[src/rtl/mul_add_seq_if.sv]
`default_nettype none
// ============================================================================
//  Module      : mul_add_seq_if
//  Description : Operand/result bundle for the sequential multiply-add unit.
//                The master side launches an operation and the slave side
//                returns the result and status.
//  Revision    : 1.0 - initial release
// ============================================================================
interface mul_add_seq_if;
  logic        start;
  logic [31:0] a;
  logic [15:0] b;
  logic [15:0] c;
  logic [47:0] p;
  logic        busy;
  logic        ready;
  logic [4:0]  count;

  modport master (
    output start, a, b, c,
    input  p, busy, ready, count
  );

  modport slave (
    input  start, a, b, c,
    output p, busy, ready, count
  );
endinterface
`default_nettype wire

[src/rtl/mul_add_seq.sv]
`default_nettype none
// ============================================================================
//  Module      : mul_add_seq
//  Description : Sequential shift-add unit computing p = a*b + c (unsigned,
//                exact, 48-bit result). Used to rebuild a dividend from a
//                quotient (a), divisor (b) and remainder (c).
//                Optional macro MUL_ADD_RADIX4_EN retires two multiplier bits
//                per iteration (16 busy cycles instead of 32).
//  Revision    : 1.0 - initial release
// ============================================================================
module mul_add_seq (
  input  wire logic    clk,
  input  wire logic    clrn,
  mul_add_seq_if.slave bus
);

`ifdef MUL_ADD_RADIX4_EN
  localparam int          HI_W = 18;
  localparam logic [4:0]  LAST = 5'd15;
`else
  localparam int          HI_W = 17;
  localparam logic [4:0]  LAST = 5'd31;
`endif

  logic [HI_W-1:0] acc_hi;
  logic [31:0]     acc_lo;
  logic [15:0]     reg_b;
  logic [4:0]      count;
  logic            busy;
  logic            ready;

  logic [HI_W-1:0] sum;
  logic [HI_W-1:0] next_hi;
  logic [31:0]     next_lo;

`ifdef MUL_ADD_RADIX4_EN
  // 3*b is formed once at start so each iteration only needs one adder.
  logic [17:0]     reg_b3;
  logic [17:0]     addend;

  // Select the partial product for the two retiring multiplier bits and shift by two.
  always_comb begin
    addend = '0;
    case (acc_lo[1:0])
      2'd0:    addend = '0;
      2'd1:    addend = {2'b00, reg_b};
      2'd2:    addend = {1'b0, reg_b, 1'b0};
      default: addend = reg_b3;
    endcase
    sum     = acc_hi + addend;
    next_hi = {2'b00, sum[17:2]};
    next_lo = {sum[1:0], acc_lo[31:2]};
  end

  // Hold the precomputed triple multiplicand for the whole operation.
  always_ff @(posedge clk or negedge clrn) begin
    if (!clrn) begin
      reg_b3 <= '0;
    end else if (bus.start) begin
      reg_b3 <= {2'b00, bus.b} + {1'b0, bus.b, 1'b0};
    end
  end
`else
  // Add the multiplicand when the retiring multiplier bit is set, then shift by one.
  always_comb begin
    sum     = acc_hi + (acc_lo[0] ? {1'b0, reg_b} : {HI_W{1'b0}});
    next_hi = {1'b0, sum[16:1]};
    next_lo = {sum[0], acc_lo[31:1]};
  end
`endif

  // Operation control and datapath: start has priority and may abort a running operation.
  always_ff @(posedge clk or negedge clrn) begin
    if (!clrn) begin
      acc_hi <= '0;
      acc_lo <= '0;
      reg_b  <= '0;
      count  <= '0;
      busy   <= 1'b0;
      ready  <= 1'b0;
    end else if (bus.start) begin
      acc_hi <= {{(HI_W-16){1'b0}}, bus.c};
      acc_lo <= bus.a;
      reg_b  <= bus.b;
      count  <= '0;
      busy   <= 1'b1;
      ready  <= 1'b0;
    end else if (busy) begin
      acc_hi <= next_hi;
      acc_lo <= next_lo;
      count  <= count + 5'd1;
      if (count == LAST) begin
        busy  <= 1'b0;
        ready <= 1'b1;
      end
    end
  end

  // The addend c starts in the high half and is shifted down 32 places by the
  // end, so the final register pair holds exactly a*b + c.
  assign bus.p     = {acc_hi[15:0], acc_lo};
  assign bus.busy  = busy;
  assign bus.ready = ready;
  assign bus.count = count;

endmodule
`default_nettype wire

[src/flat_wrapper.sv]
// flat-port wrapper written by rule: the top's interface ports become plain ports
module mul_add_seq_flat 
  (clk, clrn, bus_start, bus_a, bus_b, bus_c, bus_p, bus_busy, bus_ready, bus_count);
  mul_add_seq_if bus_i ();
  input  wire logic clk;
  input  wire logic clrn;
  input wire logic [$bits(bus_i.start)-1:0] bus_start;
  input wire logic [$bits(bus_i.a)-1:0] bus_a;
  input wire logic [$bits(bus_i.b)-1:0] bus_b;
  input wire logic [$bits(bus_i.c)-1:0] bus_c;
  output wire logic [$bits(bus_i.p)-1:0] bus_p;
  output wire logic [$bits(bus_i.busy)-1:0] bus_busy;
  output wire logic [$bits(bus_i.ready)-1:0] bus_ready;
  output wire logic [$bits(bus_i.count)-1:0] bus_count;
  assign bus_i.start = bus_start;
  assign bus_i.a = bus_a;
  assign bus_i.b = bus_b;
  assign bus_i.c = bus_c;
  assign bus_p = bus_i.p;
  assign bus_busy = bus_i.busy;
  assign bus_ready = bus_i.ready;
  assign bus_count = bus_i.count;
  mul_add_seq u_core (.clk(clk), .clrn(clrn), .bus(bus_i));
endmodule
[config.mk]
export PLATFORM = sky130hd
export DESIGN_NAME = mul_add_seq_flat
export DESIGN_NICKNAME = d
export VERILOG_FILES = /design/src/rtl/mul_add_seq_if.sv /design/src/rtl/mul_add_seq.sv /design/src/flat_wrapper.sv
export SDC_FILE = /design/constraint.sdc
export NUM_CORES = 1
export LEC_CHECK = 0
export CAP_MARGIN = 20
export CORE_MARGIN = 2
export CORE_UTILIZATION = 42
export DETAILED_ROUTE_END_ITERATION = 16
export GPL_TIMING_DRIVEN = 1
export PLACE_DENSITY = 0.77
export SLEW_MARGIN = 20
export SYNTH_ARGS = -nofsm -noshare
export SYNTH_HDL_FRONTEND = slang
export SYNTH_SLANG_ARGS = --single-unit
export TNS_END_PERCENT = 1
[constraint.sdc]
create_clock -name clk -period 2.8 [get_ports clk]
set_clock_uncertainty 0.2 [all_clocks]
set_input_delay 0.42 -clock clk [delete_from_list [all_inputs] [get_ports clk]]
set_output_delay 0.42 -clock clk [all_outputs]
set_load 0.005 [all_outputs]
==> results of run 1 <==
[metal layers]
layer / vias up / track usage / share of wire
li1: 1544 / - / -
met1: 1539 / 0.2512 / 0.44
met2: 88 / 0.3160 / 0.49
met3: 11 / 0.05481 / 0.058
met4: 0 / 0.06849 / 0.014
met5: - / 0 / 0
[placed cells by master (no fill, tap or decap), types with 2 or more instances in the layout]
master / instances
clkbuf_8: 9
a21o_1: 8
nor3_1: 3
ha_4: 2
and2_1: 16
nand2_1: 47
mux2_2: 18
o21ai_0: 47
xor2_1: 9
a22oi_1: 4
xnor2_1: 7
o21bai_1: 2
a31oi_1: 3
bufinv_16: 2
inv_1: 4
nor2b_1: 2
o21ai_1: 3
a21oi_1: 9
ha_1: 15
a221o_2: 2
nor2_1: 9
and3_1: 2
nand3_1: 10
clkdlybuf4s50_1: 119
dfrtp_1: 70
clkinv_4: 2
buf_4: 10
mux2i_1: 42
[area by class of cell]
| cell class | instances | area [um2] |
|---|---|---|
| clock inverter | 6 | 93.84 |
| multi-input combinational | 273 | 1982 |
| timing repair buffer | 129 | 1266 |
| tap | 108 | 135.1 |
| sequential | 71 | 1778 |
| fill | 750 | 3366 |
| inverter | 4 | 15.01 |
| clock buffer | 10 | 127.6 |
[worst max-delay path by stage]
| stage | start | to | slack (ps) | cells past startpoint |
|---|---|---|---|---|
| after floorplan | u_core.acc_lo[0] | u_core.acc_hi[13] | 20 | 11 |
| after global placement | u_core.acc_lo[0] | u_core.acc_hi[13] | 100 | 10 |
| after detailed placement | u_core.acc_lo[0] | u_core.acc_hi[13] | 40 | 9 |
| after CTS | u_core.acc_lo[0] | u_core.acc_hi[13] | 10 | 9 |
| after global routing | u_core.acc_lo[0] | u_core.acc_hi[13] | -80 | 10 |
| final | u_core.acc_lo[0] | u_core.acc_hi[13] | 20 | 9 |
[worst max-delay path, stage by stage (launching register included)]
cell,delay [ps]
dfrtp_1,410
buf_4,190
and2_1,150
ha_1,280
and3_2,250
a221o_1,330
a221o_2,380
a31oi_1,200
xor2_1,190
o21ai_1,80
[cells by family after synthesis]
logic type	after synthesis	share of synthesized area
adder cells (fa/ha/maj)	19	0.06401
AND/OR/NAND/NOR	93	0.1123
XOR/XNOR	16	0.03658
multiplexers	60	0.1626
flip-flops	71	0.4637
AO/OA/AOI/OAI	85	0.1319
buffers and inverters	24	0.02874
[per-stage QoR]
step	std cells	setup slack, ps	cell area [um2]
final	601	19.86	5398
after global placement	584	104.0	5136
after CTS	600	11.60	5358
after floorplan	368	22.50	3837
after global routing	601	-81.00	5398
after detailed placement	584	38.31	5136
[flip-flops by register name (all words and copies together) (netlist names)]
name              cells
u_core.bus.busy       1
u_core.acc_hi        16
u_core.acc_lo        32
u_core.bus.ready      1
u_core.bus.count      5
u_core.reg_b         16
[report_power, final]
part | total [mW] | switching (mW) | internal (mW)
Sequential | 1.28 | 0.123 | 1.16
Clock | 0.917 | 0.409 | 0.508
Combinational | 1.04 | 0.444 | 0.594
Total | 3.24 | 0.976 | 2.26
[repair_timing]
action                                  4_1_cts  5_1_grt
endpoints found under the hold margin         0        0
endpoints found under the setup margin        0        4
gates resized for setup                       0        4
setup buffers                                 0        1
==> flow_metrics.tcl, run 1 <==
set metrics [dict create \
    whs_ps -4.077 \
    cts_tree "built" \
    num_io_pins 122 \
    port_buffers 121 \
    nets 574 \
    syn_avg_cell_area_um2 10.41 \
    avgViaCountPerCell 5.295 \
    drv_slew 0 \
    setup_viol 0 \
    cts_buffers 9 \
    drive_above_1_share 0.1095 \
    grt_max_degree 72 \
    netlist_top_cells_count "dfrtp_1 (71), nand2_1 (47), o21ai_0 (47)" \
    grt-ovfl-total 0 \
    clk_pin_slew_ps 80 \
    setup_tns_ps 0 \
    synth_most_common_cell "dfrtp_1" \
    dominantRegCellSynth "dfrtp_1" \
    hold_viol 8 \
    fmax_mhz 359.7 \
    fin_util 0.6159 \
    powerDensity_nw_per_um2 599.6 \
    grt_pass1_vias 3169 \
    gp_congestion 0.8833 \
    cts.sinks 71 \
    synth_edf_count 0 \
    ir_drop_uv 288.9 \
    rows 34 \
    clkLatencyLatePin_ps 360 \
    period_minus_slack_ps 2780 \
    grt_antenna_before_repair 0 \
    cts_hold_buffers 0 \
    r2r.worst_path.cells 9 \
    hold_path_class "in2async" \
    yosys-top-cells-area "dfrtp_1 (46%), mux2i_1 (11%), o21ai_0 (6.1%)" \
    criticalPathCategory "reg2reg" \
    r2r_slack_ps 20 \
    cp-start-kind "flop" \
    antenna_left 0 \
    power_leakage_nw 2.598 \
    htree_levels 3 \
    drc 0 \
    grt_setup_unrepaired "true" \
    dp_hpwl_um 6600 \
    synth_fp_nets 454 \
    endpoint_kind "flop" \
    grtUsageTotal 0.1950 \
    die_y_um 99.51 \
    relSlewSlack 0.3872 \
    power.total_mw 3.236 \
    worstPathArrival_ps 2810 \
    postSynthCellCount 368 \
    routedWlPerCell_um 15.49 \
    first_iter_violations 77 \
    period_share 0.9929 \
    ys_ff_latch 71 \
    yosysWarnings 0 \
    antenna_cells 0 \
    async_flop_share 1.000 \
    maxCapViolations 0 \
    grt_pass1_wl_um 15460 \
    synth_top_area_share 0.4637 \
    core_area_um2 8763 \
    synth_cell_types 37 \
    crit_fanout 14 \
    die_w_um 99.51 \
    area_delta_synth_final_pct 40.89 \
    cp.required_ps 2830 \
    clock_path_buffers 2 \
    r2r_end "u_core.acc_hi[13]" \
    synth_area_leader_cell "dfrtp_1" \
    die_area_um2 9902 \
    outcome "complete, but fails checks" \
    syn-cell-area_um2 3831 \
    timing.rr.start "u_core.acc_lo[0]" \
    yosysSeqAreaShare 0.4637 \
    dr.pass1.iters 4 \
    clockRootBuffer "clkbuf_8" \
    worst_pin_slew_ps 919.3 \
    vias 3182 \
    initial_core_util 0.4372 \
    wirelength_um 9311 \
    violations "hold timing" \
]
Note: power is estimated with default switching activity, not from simulation.
==> run 2: changes to the inputs <==
- CELL_PAD_IN_SITES_DETAIL_PLACEMENT: unset -> 1
- CELL_PAD_IN_SITES_GLOBAL_PLACEMENT: unset -> 2
- CORE_UTILIZATION: 42 -> 26
- PLACE_DENSITY: 0.77 -> unset
- PLACE_DENSITY_LB_ADDON: unset -> 0.1
- TNS_END_PERCENT: 1 -> 30
==> flow_metrics.tcl, run 2 (synthesis results as in run 1) <==
set metrics [dict create \
    whs_path_depth 1 \
    crit_fanout 17 \
    power.total_mw 3.547 \
    seqPwrFrac 0.362 \
    drv_slew 0 \
    clk_pin_slew_ps 60 \
    clock_path_buffers 2 \
    fillers 1632 \
    clockRootBuffer "clkbuf_16" \
    regMostFlops "u_core.acc_lo" \
    num_io_pins 122 \
    rows 44 \
    grt_pass1_wl_um 17720 \
    internal-power_mw 2.499 \
    initial_core_util 0.2646 \
    die_w_um 125.4 \
    place_ws_ps 52.21 \
    dr.pass1.iters 4 \
    whs_ps 306.2 \
    routedWlPerCell_um 15.81 \
    criticalPathCategory "reg2reg" \
    vias 3196 \
    nets 584 \
    fin_cells 687 \
    gp_congestion 0.8272 \
    hold_path_class "reg2reg" \
    setup_viol 0 \
    worstPathArrival_ps 2720 \
    die_area_um2 15720 \
    antenna_left 0 \
    p_sw_frac 0.2956 \
    comb_power_share 0.303 \
    outcome "completed" \
    dp_hpwl_um 7818 \
    cp-start-kind "flop" \
    relSlewSlack 0.6348 \
    powerDensity_nw_per_um2 627.1 \
    grt_antenna_before_repair 0 \
    grt-ovfl-total 0 \
    worst_slack_ps 99.56 \
    largestRegisters "u_core.acc_lo: 32 flops, u_core.acc_hi: 16 flops, u_core.reg_b: 16 flops" \
    worst_pin_slew_ps 547.8 \
    net-switching-power_mw 1.048 \
    maxCapViolations 0 \
    pwr-share-clk 0.336 \
    timing.rr.start "u_core.acc_lo[0]" \
    layout_common_cells "clkdlybuf4s50_1 (119), dfrtp_1 (70), nand2_1 (47), o21ai_0 (46), mux2i_1 (42)" \
    placed_cell_area_um2 5324 \
    endpoint_kind "flop" \
    cp.required_ps 2820 \
    core_area_um2 14480 \
    die_y_um 125.4 \
    area_delta_synth_final_pct 47.65 \
    r2r.worst_path.cells 10 \
    drc 0 \
    antenna_cells 0 \
    grtUsageTotal 0.1416 \
    mostFrequentLayoutCell "clkdlybuf4s50_1" \
    crit_start "u_core.acc_lo[0]" \
    fmax_mhz 370.3 \
    hold_viol 0 \
    ir_drop_uv 277.0 \
    htree_levels 3 \
    grt_pass1_vias 3436 \
    setup_tns_ps 0 \
    power_leakage_nw 2.703 \
    cts.sinks 71 \
    fin_util 0.3907 \
    first_iter_violations 91 \
    cts_tree "built" \
    largest_reg_flops 32 \
    grt_max_degree 48 \
    final_area_um2 5657 \
    drive_above_1_share 0.1233 \
    dpl.cell_count 669 \
    avgViaCountPerCell 4.652 \
    hp-start "u_core.reg_b[4]" \
    clkLatencyLatePin_ps 340 \
    cts_buffers 9 \
    period_share 0.9644 \
    wirelength_um 10860 \
    period_minus_slack_ps 2700 \
    grt_setup_unrepaired "true" \
    port_buffers 121 \
]
==> run 2: cell types whose count changed in the layout (fill, tap and decap cells not counted), moves of 2 or more <==
| cell | before | now |
|---|---|---|
| clkbuf_16 | 0 | 9 |
| clkbuf_8 | 9 | 1 |
| buf_4 | 10 | 16 |
| and2_1 | 16 | 14 |
| and2_4 | 0 | 2 |
| buf_12 | 0 | 2 |
| clkinv_4 | 2 | 0 |
| ha_1 | 15 | 17 |
| ha_4 | 2 | 0 |
==> run 2: cell type report <==
cell class	count	area, um2	share of cell area
clock inverter	6	67.56	0.01194
timing repair buffer	139	1373	0.2426
tap	184	230.2	0.04070
sequential	71	1778	0.3143
multi-input combinational	273	1954	0.3455
inverter	4	15.01	0.002654
clock buffer	10	239.0	0.04225
==> run 2: metal layers <==
layer  vias to the layer above  part of all wire  wire length [um]  global-route usage
met1                      1543              0.46              4952              0.1759
met3                        11             0.058               632             0.05006
met4                         0             0.014               148             0.04510
li1                       1563                 -                 -                   -
met5                         -                 0                 0                   0
met2                        79              0.47              5127              0.2308
==> run 2: worst max-delay path, cell delays in order (launching register included) <==
cell and delay, ps:
dfrtp_1 380, buf_6 160, and2_4 150, fa_2 380, a211oi_2 180, o21bai_1 110, a21o_1 180, a221o_2 390
a31oi_1 210, xor2_1 170, o21ai_1 70
==> run 2: power groups by stage <==
stage	registers, mW	logic (mW)	clock network (mW)
2_1_floorplan	1.28	0.541	0
3_3_place_gp	1.30	1.07	0
3_5_place_dp	1.30	1.08	0
4_1_cts	1.29	1.09	1.24
5_1_grt	1.31	1.19	1.27
6_report	1.28	1.07	1.19
==> run 2: what timing repair did <==
action	4_1_cts	5_1_grt
gates resized for setup	0	4
setup endpoints to repair	0	4
buffers inserted	0	1
hold buffers	1	0
hold endpoints to repair	35	0
==> run 2: final timing paths <==
kind                                          end  slack (ps)
worst max-delay path            u_core.acc_hi[13]         100
worst min-delay path              u_core.reg_b[4]         310
worst max register to register  u_core.acc_hi[13]         100
worst min register to register    u_core.reg_b[4]         310
max in group asynchronous        u_core.acc_lo[5]        1440
min in group asynchronous         u_core.reg_b[2]         390
==> run 3: changes to the inputs <==
==> constraint.sdc (replaced) <==
create_clock -name clk -period 2.8 [get_ports clk]
set_clock_uncertainty 0.2 [all_clocks]
set_input_delay 0.42 -clock clk [delete_from_list [all_inputs] [get_ports clk]]
set_output_delay 0.42 -clock clk [all_outputs]
set_load 0.01 [all_outputs]
==> flow_metrics.tcl, run 3 (synthesis results as in run 1) <==
set metrics [dict create \
    setup_viol 0 \
    critPathMaxStageDelay_ps 400 \
    powerDensity_nw_per_um2 655.0 \
    drive_above_1_share 0.1222 \
    die_y_um 125.4 \
    routedWlPerCell_um 15.75 \
    area_delta_synth_final_pct 48.43 \
    initial_core_util 0.2646 \
    grt-ovfl-total 0 \
    wirelength_um 10760 \
    outcome "completed" \
    grt_pass1_vias 3461 \
    maxCapViolations 0 \
    endpoint_kind "flop" \
    clkLatencyLatePin_ps 340 \
    cts_buffers 9 \
    fmax_mhz 367.3 \
    nets 580 \
    regMostFlops "u_core.acc_lo" \
    num_io_pins 122 \
    relSlewSlack 0.5898 \
    timing.critical_path.slowest_stage_cell "dfrtp_2" \
    die_w_um 125.4 \
    period_minus_slack_ps 2722 \
    dr.pass1.iters 4 \
    power_leakage_nw 2.702 \
    worstPathArrival_ps 2740 \
    period_share 0.9723 \
    hold_path_class "reg2reg" \
    placed_cell_area_um2 5303 \
    port_buffers 121 \
    mostFrequentLayoutCell "clkdlybuf4s50_1" \
    dpl.cell_count 666 \
    cp_cell_sequence "and2_4 > ha_4 > fa_2 > a211oi_2 > o21bai_1 > a21o_1 > a221o_2 > a31oi_2 > xor2_1 > o21ai_1" \
    grt_setup_unrepaired "true" \
    gp_congestion 0.8346 \
    layout_common_cells "clkdlybuf4s50_1 (119), dfrtp_1 (69), nand2_1 (47), o21ai_0 (46), mux2i_1 (42)" \
    drv_slew 0 \
    cp-start-kind "flop" \
    largestRegisters "u_core.acc_lo: 32 flops, u_core.acc_hi: 16 flops, u_core.reg_b: 16 flops" \
    crit_fanout 3 \
    ir_drop_uv 303.9 \
    htree_levels 3 \
    avgViaCountPerCell 4.704 \
    vias 3213 \
    worst_pin_slew_ps 615.3 \
    antenna_left 0 \
    core_area_um2 14480 \
    grtUsageTotal 0.1412 \
    post_cts_buffers 0 \
    fillers 1616 \
    grt_pass1_wl_um 17800 \
    fin_util 0.3928 \
    cts_tree "built" \
    path_buf_inv 0 \
    hold_viol 0 \
    criticalPathCategory "reg2reg" \
    whs_ps 302.5 \
    clock_path_buffers 2 \
    drc 0 \
    rows 44 \
    fin_cells 683 \
    cp_top_family "compound AO/OA/AOI/OAI gates" \
    grt_antenna_before_repair 0 \
    clk_pin_slew_ps 50 \
    final_area_um2 5687 \
    clockRootBuffer "clkbuf_16" \
    die_area_um2 15720 \
    grt_max_degree 51 \
    cts.sinks 71 \
    antenna_cells 0 \
    cp.required_ps 2810 \
    first_iter_violations 82 \
    dp_hpwl_um 7726 \
    largest_reg_flops 32 \
]
==> run 3: report_power, final <==
part           total [mW]  switching (mW)  internal (mW)
sequential           1.28           0.121           1.16
combinational        1.11           0.500          0.610
clock                1.33           0.441          0.891
total                3.72            1.06           2.66
==> run 3: what timing repair did <==
action / in CTS / in global routing
hold endpoints to repair: 40 / 0
resized for setup: 0 / 7
endpoints found under the setup margin: 0 / 2
hold buffers: 1 / 0
==> run 3: metrics by stage <==
| step | power (mW) | TNS (ps) | setup WS [ps] |
|---|---|---|---|
| finish | 3.725 | 0 | 77.52 |
| global route | 3.962 | -20.14 | -16.62 |
| CTS | 3.782 | 0 | 23.53 |
| detailed placement | 2.409 | 0 | 46.62 |
| global placement | 2.402 | 0 | 83.70 |
| floorplan | 1.864 | 0 | 12.17 |
==> run 3: layout make-up <==
class / count / area, um2 / share of cell area
sequential: 71 / 1779 / 0.3129
clock buffer: 10 / 239.0 / 0.04202
multi-input combinational: 273 / 1973 / 0.3470
inverter: 4 / 15.01 / 0.002640
timing repair buffer: 135 / 1343 / 0.2361
tap: 184 / 230.2 / 0.04048
clock inverter: 6 / 107.6 / 0.01892
==> run 3: per-layer routing <==
metal / global-route usage / share of wire / up-vias
met3: 0.03979 / 0.058 / 12
met4: 0.05882 / 0.018 / 0
met5: 0 / 0 / -
li1: - / - / 1554
met2: 0.2251 / 0.47 / 78
met1: 0.1804 / 0.46 / 1569
==> run 3: final timing paths <==
path                                           to  cells past startpoint             start  slack (ps)
worst max-delay path            u_core.acc_hi[13]                     10  u_core.acc_lo[0]          80
worst min-delay path             u_core.reg_b[12]                      1  u_core.reg_b[12]         300
worst max register to register  u_core.acc_hi[13]                     10  u_core.acc_lo[0]          80
worst min register to register   u_core.reg_b[12]                      1  u_core.reg_b[12]         300
max in group asynchronous       u_core.acc_lo[22]                      3              clrn        1400
min in group asynchronous        u_core.acc_hi[4]                      2              clrn         420
